## src/rtl/pulse_meas.sv

```systemverilog
// Two-channel pulse-width meter: measures high time per channel and queues {ch, width} records.
// Optional capture timestamps are enabled by defining PULSE_MEAS_TIMESTAMP_EN.
module pulse_meas #(
  parameter int unsigned CNT_W = 16,
  parameter int unsigned DEPTH = 4
) (
  input  logic             clk,
  input  logic             rst,
  input  logic [1:0]       din,
  output logic             rec_valid,
  input  logic             rec_ready,
  output logic             rec_ch,
  output logic [CNT_W-1:0] rec_width,
`ifdef PULSE_MEAS_TIMESTAMP_EN
  output logic [CNT_W-1:0] rec_ts,
`endif
  output logic             ovf,
  input  logic             clr_ovf
);

  localparam int unsigned AW = (DEPTH > 1) ? $clog2(DEPTH) : 1;
  localparam int unsigned CW = AW + 1;
  localparam logic [CNT_W-1:0] CNT_MAX = {CNT_W{1'b1}};

  typedef enum logic {
    IDLE = 1'b0,
    HIGH = 1'b1
  } state_t;

  state_t           state [2];
  logic [1:0]       d1;
  logic [1:0]       rise;
  logic [1:0]       fall;
  logic [1:0]       push;
  logic [CNT_W-1:0] cnt [2];

  logic [AW-1:0]    wr_ptr;
  logic [AW-1:0]    rd_ptr;
  logic [AW-1:0]    slot1;
  logic [CW-1:0]    count;
  logic [CW-1:0]    free;
  logic             pop;
  logic             acc0;
  logic             acc1;
  logic             drop;

  logic             mem_ch [DEPTH];
  logic [CNT_W-1:0] mem_w  [DEPTH];

  assign rise = din & ~d1;
  assign fall = ~din & d1;

  // Per-channel measurement FSM; a record is emitted on the falling edge.
  always_ff @(posedge clk) begin
    if (rst) begin
      d1 <= '0;
      for (int i = 0; i < 2; i++) begin
        state[i] <= IDLE;
        cnt[i]   <= '0;
      end
    end else begin
      d1 <= din;
      for (int i = 0; i < 2; i++) begin
        case (state[i])
          IDLE: begin
            if (rise[i]) begin
              state[i] <= HIGH;
              cnt[i]   <= CNT_W'(1);
            end
          end
          HIGH: begin
            if (fall[i]) begin
              state[i] <= IDLE;
            end else if (cnt[i] != CNT_MAX) begin
              cnt[i] <= cnt[i] + CNT_W'(1);
            end
          end
        endcase
      end
    end
  end

  always_comb begin
    for (int i = 0; i < 2; i++) begin
      push[i] = (state[i] == HIGH) && fall[i];
    end
  end

  // Space accounting includes this cycle's pop; ch0 takes the first free slot.
  assign pop   = rec_valid & rec_ready;
  assign free  = CW'(DEPTH) - count + CW'(pop);
  assign acc0  = push[0] & (free != '0);
  assign acc1  = push[1] & (push[0] ? (free >= CW'(2)) : (free != '0));
  assign drop  = (push[0] & ~acc0) | (push[1] & ~acc1);
  assign slot1 = acc0 ? wr_ptr + AW'(1) : wr_ptr;

  always_ff @(posedge clk) begin
    if (rst) begin
      wr_ptr <= '0;
      rd_ptr <= '0;
      count  <= '0;
      ovf    <= 1'b0;
    end else begin
      wr_ptr <= wr_ptr + AW'(acc0) + AW'(acc1);
      rd_ptr <= rd_ptr + AW'(pop);
      count  <= count + CW'(acc0) + CW'(acc1) - CW'(pop);
      if (drop) begin
        ovf <= 1'b1;
      end else if (clr_ovf) begin
        ovf <= 1'b0;
      end
    end
  end

  always_ff @(posedge clk) begin
    if (acc0) begin
      mem_ch[wr_ptr] <= 1'b0;
      mem_w[wr_ptr]  <= cnt[0];
    end
    if (acc1) begin
      mem_ch[slot1] <= 1'b1;
      mem_w[slot1]  <= cnt[1];
    end
  end

  assign rec_valid = (count != '0);
  assign rec_ch    = rec_valid & mem_ch[rd_ptr];
  assign rec_width = rec_valid ? mem_w[rd_ptr] : '0;

`ifdef PULSE_MEAS_TIMESTAMP_EN
  logic [CNT_W-1:0] ts_cnt;
  logic [CNT_W-1:0] ts_cap [2];
  logic [CNT_W-1:0] mem_ts [DEPTH];

  // Free-running cycle counter, sampled into the channel's capture register on rise.
  always_ff @(posedge clk) begin
    if (rst) begin
      ts_cnt <= '0;
      for (int i = 0; i < 2; i++) begin
        ts_cap[i] <= '0;
      end
    end else begin
      ts_cnt <= ts_cnt + CNT_W'(1);
      for (int i = 0; i < 2; i++) begin
        if (rise[i]) begin
          ts_cap[i] <= ts_cnt;
        end
      end
    end
  end

  always_ff @(posedge clk) begin
    if (acc0) begin
      mem_ts[wr_ptr] <= ts_cap[0];
    end
    if (acc1) begin
      mem_ts[slot1] <= ts_cap[1];
    end
  end

  assign rec_ts = rec_valid ? mem_ts[rd_ptr] : '0;
`endif

endmodule

```

## config.mk

```make
export PLATFORM = sky130hd
export DESIGN_NAME = pulse_meas
export DESIGN_NICKNAME = d
export VERILOG_FILES = /design/src/rtl/pulse_meas.sv
export SDC_FILE = /design/constraint.sdc
export NUM_CORES = 1
export LEC_CHECK = 0
export CORE_MARGIN = 1.5
export CORE_UTILIZATION = 40
export CTS_BUF_LIST = sky130_fd_sc_hd__clkbuf_4
export CTS_CLUSTER_SIZE = 24
export DETAILED_ROUTE_END_ITERATION = 6
export GPL_ROUTABILITY_DRIVEN = 0
export PLACE_DENSITY = 0.53
export SLEW_MARGIN = 10
export SYNTH_ARGS = -nofsm -noshare
export SYNTH_HDL_FRONTEND = slang
export SYNTH_SLANG_ARGS = --single-unit
```

## constraint.sdc

```tcl
create_clock -name clk -period 4.2 [get_ports clk]
set_input_delay 0.63 -clock clk [delete_from_list [all_inputs] [get_ports clk]]
set_output_delay 0.63 -clock clk [all_outputs]
set_load 0.02 [all_outputs]
```

# [Word level (Yosys, flattened, before mapping)]
# Memory sizes are Yosys's and may differ from the RTL's. A register that Yosys moved wholly into a read port is not among the register bits.
# Cells that the tools add are included.
# Widths: inputs -> output; s select.
[word_totals] register_bits=10 ramBits=102 in_bits=6 output_inout_bits=19 wordCells=96 memories=4
[memory_table] name="mem_w" depth=4 word_bits=16 rd=1 rd_ports_with_merged_regs=1 wr=2 line_no="48" rtl="logic [CNT_W-1:0] mem_w [DEPTH];"
[memory_table] name="cnt" depth=2 word_bits=16 rd=2 rd_ports_with_merged_regs=0 wr=2 line_no="35" rtl="logic [CNT_W-1:0] cnt [2];"
[memory_table] name="mem_ch" depth=4 word_bits=1 rd=1 rd_ports_with_merged_regs=1 wr=2 line_no="47" rtl="logic mem_ch [DEPTH];"
[memory_table] name="state" depth=2 word_bits=1 rd=2 rd_ports_with_merged_regs=0 wr=2 line_no="30" rtl="state_t state [2];"
[classes] n_addsub=11 magnitude_cmp=1 n_eq_ne=2 muxes=47 bitwise_logic=21 reduce_logical=5
[op_table] op="$mux 16" count=5
[op_table] op="$mux 1" count=39
[op_table] op="$add 16x1->16 const B" count=2
[op_table] op="$ne 16x16->1 const B" count=2
[op_table] op="$add 3x1->3" count=3
[op_table] op="$or 1x1->1" count=9
[op_table] op="$add 2x1->2" count=3
[op_table] op="$and 1x1->1" count=6
[op_table] op="$mux 2" count=3
[op_table] op="$reduce_bool 3->1" count=2
[op_table] op="$and 2x2->2" count=2
[op_table] op="$not 2->2" count=2
[op_table] op="$ge 3x2->1 const B" count=1
[op_table] op="$sub 3x1->3" count=1
[op_table] op="$sub 3x3->3 const A" count=1
[op_table] op="$add 2x1->2 const B" count=1
[op_table] op="$logic_and 1x1->1" count=2
[op_table] op="$not 1->1" count=2
[op_table] op="$reduce_bool 2->1" count=1

# [Depth between registers and ports, before layout]
[logic_depth] ltp_word=10 depth_mapped=18 ltp_nobuf=16

# [Least setup slack after synthesis]
# Ideal clock, no wire load.
[synth_timing] path_type="register -> register" startpoint="reg count[1]" endpoint="reg count[2]" setup_time_ps=128 t_arrival_ps=3577 required_time_ps=4072 setup_slack_ps=496 stages_incl_launch_ff=19 n_path_buf=2 synth_period_minus_slack_ps=3704 cell_sequence="dfxtp_1 -> or3_1 -> clkbuf_1 -> clkbuf_1 -> nand2_1 -> ha_1 -> inv_1 -> ha_1 -> xnor2_1 -> a21oi_1 -> inv_1 -> ha_1 -> xnor2_1 -> ha_1 -> a21o_1 -> fa_1 -> xnor2_1 -> xnor2_1 -> nor2_1"
[synth_between] elab_chain_cells=8 word_cells_on_any_way=12 classes_between="add/sub (5); order compare (1); mux (1); bitwise (3); reduce/logical (2)"
[synth_rtl] item="start, declared" line_no="40" rtl="logic [CW-1:0] count;"
[synth_rtl] item="start signal, assigned" line_no="106" rtl="count <= count + CW'(acc0) + CW'(acc1) - CW'(pop);"
[synth_rtl] item="$reduce_bool 3->1 (*)" line_no="126" rtl="assign rec_valid = (count != '0);"
[synth_rtl] item="named net rec_valid" line_no="10" rtl="output logic rec_valid,"
[synth_rtl] item="$and 1x1->1 (*)" line_no="90" rtl="assign pop = rec_valid & rec_ready;"
[synth_rtl] item="$add 3x1->3" line_no="91" rtl="assign free = CW'(DEPTH) - count + CW'(pop);"
[synth_rtl] item="$reduce_bool 3->1 or $ge 3x2->1 (tied branches)" line_no="92, 93"
[synth_rtl] item="$and 1x1->1 or $mux 1 (tied branches)" line_no="92, 93"
[synth_rtl] item="$add 3x1->3 or $and 1x1->1 (tied branches)" line_no="106, 93"
[synth_rtl] item="$add 3x1->3" line_no="106"
[synth_rtl] item="$sub 3x1->3 (*)" line_no="106"
# Mark *: on every way through the listed nets, which the timed path passes. The rest lies on a longest branch.
# A chain may end at the register's enable or synchronous reset.

# [Final worst setup path]
[layout_timing] startpoint="reg count[1]" endpoint="reg count[2]"
[layout_between] elab_chain_cells=8 word_cells_on_any_way=12 classes_between="add/sub (5); order compare (1); mux (1); bitwise (3); reduce/logical (2)"
[layout_rtl] item="branches (longest 7 deep; another with $sub 3x3->3)"
[layout_rtl] item="$sub 3x1->3 (*)" line_no="106"
# Every way passes the cells marked *.

==> key figures <==
STA
  • RSZ-0062 raised after global routing: false
  • Max frequency: 0.277 GHz
  • Max-slew violation count: 0
  • Min Clock Period, post-route: 3610 ps
  • Clk_skew: 23.2 ps
  • Final setup violation count: 0
  • Final worst slack: 586 ps
  • Tightest Pin Transition: 691 ps
  • Setup TNS: 0 ps
  • Final hold viol count: 0
  • Tcrit/Tclk final: 86.0%
  • Max_slew headroom: 53.8%

Logic synthesis
  • Largest family of logic cells by synthesized area: multiplexers
  • Top cell type by total area after synthesis: edfxtp_1
  • Simple-Gate Fraction of Synth Area: 12.0%
  • Yosys Warn Count: 0
  • Compound-Gate Fraction of Synth Area: 4.41%
  • Top cells by area, synth: edfxtp_1 (48%), mux2_2 (8.8%), mux4_2 (6.3%), dfxtp_1 (5.0%), mux2_4 (3.5%)
  • Seq cells post-synth: 112
  • Count leader, synth: edfxtp_1
  • Synth Area in Adders: 2.98%
  • Synthesized area per cell: 13.3 sq um
  • Ys flop type: edfxtp_1
  • Synth Area in XOR/XNOR: 4.64%
  • Top-area cell type share of the netlist area: 48.2%
  • Net count after synthesis: 474
  • Distinct cell type count after synthesis: 48
  • Seq/Total Area, Yosys: 53.2%
  • EDFF count, synth: 97
  • Asr flop ratio synth: 0%
  • Post-synthesis mux area share: 19.4%
  • Post-synth top cells: edfxtp_1 (97), mux2_2 (47), nor2_1 (41)
  • Mapped Area: 6040 sq um
  • Post-synthesis cell count: 455

Detailed routing
  • Routed wl met2: 6540 um
  • Routed WL: 13,400 um
  • Routed met3 length: 375 um
  • Via count: 3,616
  • Router iterations before antenna repair: 6
  • Initial drt markers: 267
  • Met1 WL: 6290 um
  • Drc violations: 0
  • Drt wl/cell: 20.0 um
  • DR top layer: met4
  • Vias per cell: 5.42
  • ANT nets after route: 0

Power
  • Logic pwr share: 34.3%
  • Sw frac: 32.2%
  • Overall Power: 2.94 mW
  • Leak Pwr: 2.29 nW
  • Internal Pwr Total: 1.99 mW
  • Pwr/cell area: 443 nW/um^2
  • VDD IR-drop max: 0.161 mV
  • Clk network pwr share: 18.0%
  • P_sw: 0.947 mW
  • Sequential power share: 47.6%

Place
  • Placed Area: 6500 sq um
  • Pre-CTS setup slack: 265 ps
  • IO Port Bufs: 24
  • Detailed Place HPWL: 8950 um
  • Dpl cells: 652

Floorplanning
  • Overall die height: 126 um
  • Core box area: 14,600 sq um
  • Die area: 15,800 sq um
  • Number of I/O pins: 25
  • Die Wd: 126 um
  • FP Rows: 44
  • Initial Util: 41.2%

Clock network
  • Post-CTS Setup Repair Bufs: 0
  • Clock Pin Slew Worst Setup and Hold Paths: 150 ps
  • Post-CTS Resized: 0
  • CTS tree: done
  • Clock Path Buffers: 2
  • Cts hold-fix bufs: 0
  • Clock Sinks: 112
  • H-tree Lvls: 3
  • Num CTS Buffers: 9
  • CTS root buffer: clkbuf_4
  • Worst-Skew Late Latency: 480 ps

Setup path
  • WP data arrival: 3950 ps
  • Critical Path End Type: flop
  • Setup CP Type: reg2reg
  • Worst setup SP type: flop
  • WP data required: 4540 ps
  • Worst-path maximum fanout: 6

Global route
  • First-pass GRT wire length: 20,700 um
  • All-Layer GR Usage: 17.7%
  • Vias in the first global route: 3,618
  • Total global routing overflow: 0
  • Initial antenna violation count: 0
  • Pin count of the biggest net entering global routing: 20

Finish
  • P&R area growth vs syn: 9.66%
  • Fraction of layout cells with a size suffix above 1: 23.8%
  • Finished layout cell area: 6620 sq um
  • Nets: 498
  • Post-route insts no fill: 667
  • Antenna diodes: 0

Status
  • Outcome: finished clean

Min path
  • Hold Crit Class: reg2reg

Job
  • Max-Cap Viols: 0
-- final cells by class --
| class | count | area [sq um] |
|---|---|---|
| clock buffers | 10 | 75.1 |
| clock inverters | 5 | 48.8 |
| fillers | 1355 | 8020 |
| inverters | 17 | 63.8 |
| multi-input cells | 298 | 2620 |
| flip-flops and latches | 112 | 3210 |
| well taps | 184 | 230 |
| repair buffers | 41 | 368 |
-- sequential cells by signal, summed over array words and instances (netlist names) --
signal	count
state	2
wr_ptr	2
rd_ptr	2
cnt	32
mem_w	64
d1	2
ovf	1
count	3
mem_ch	4
-- logic make-up after synthesis --
family | count (synthesis)
simple gates | 138
flops | 112
mux | 83
buf+inv | 45
xor+xnor | 32
compound gates | 31
fa+ha+maj | 14
-- through the flow --
stage / utilization [%] / hold WS [ps]
floorplan: - / 421
global placement: 44.4 / 436
global route: 45.2 / 498
CTS: 45.2 / 476
finish: 45.2 / 473
detailed placement: 44.4 / 442
-- worst paths after layout --
kind | start | endpoint | slack, ps | depth (start not counted)
setup reg to reg | count[1]$_SDFF_PP0_ | count[2]$_SDFF_PP0_ | 590 | 16
setup / recovery | count[1]$_SDFF_PP0_ | count[2]$_SDFF_PP0_ | 590 | 16
hold reg to reg | mem_ch[2]$_DFF_P_ | mem_ch[2]$_DFF_P_ | 470 | 1
hold / removal | mem_ch[2]$_DFF_P_ | mem_ch[2]$_DFF_P_ | 470 | 1
-- critical path, cell delays in order (launching register included) --
cell     delay [ps]
dfxtp_1         360
or3_1           390
nand2_1         110
ha_1            140
inv_1            50
ha_1            210
xnor2_1         200
a21oi_1         420
inv_1            90
ha_1            310
xnor2_1         140
ha_1            180
a21o_1          160
fa_1            370
xnor2_1         180
xnor2_1         140
nor2_1           50
-- metal layers --
metal / up-vias / GRT usage, %
li1: 1713 / -
met1: 1849 / 24.3
met2: 43 / 29.3
met3: 11 / 2.34
met4: 0 / 5.48
met5: - / 0
-- placed cells by master, fill, tap and decap left out, drive strengths merged, types with 17 or more instances in the layout --
cell           synthesis  layout
and2                  19      19
nand2                 17      17
mux4                  17      17
clkdlybuf4s50          0      24
buf                   10      17
inv                   17      17
mux2                  61      61
xnor2                 22      22
nor2                  41      41
edfxtp                97      97
-- power groups by stage --
stage	Sequential, mW	Combinational, mW	Clock (mW)
finish	1.40	1.01	0.529
global route	1.41	1.10	0.580
CTS	1.40	1.03	0.546
detailed placement	1.42	1.02	0
global placement	1.42	1.01	0
floorplan	1.37	0.703	0
Note: power is estimated with default switching activity, not from simulation.
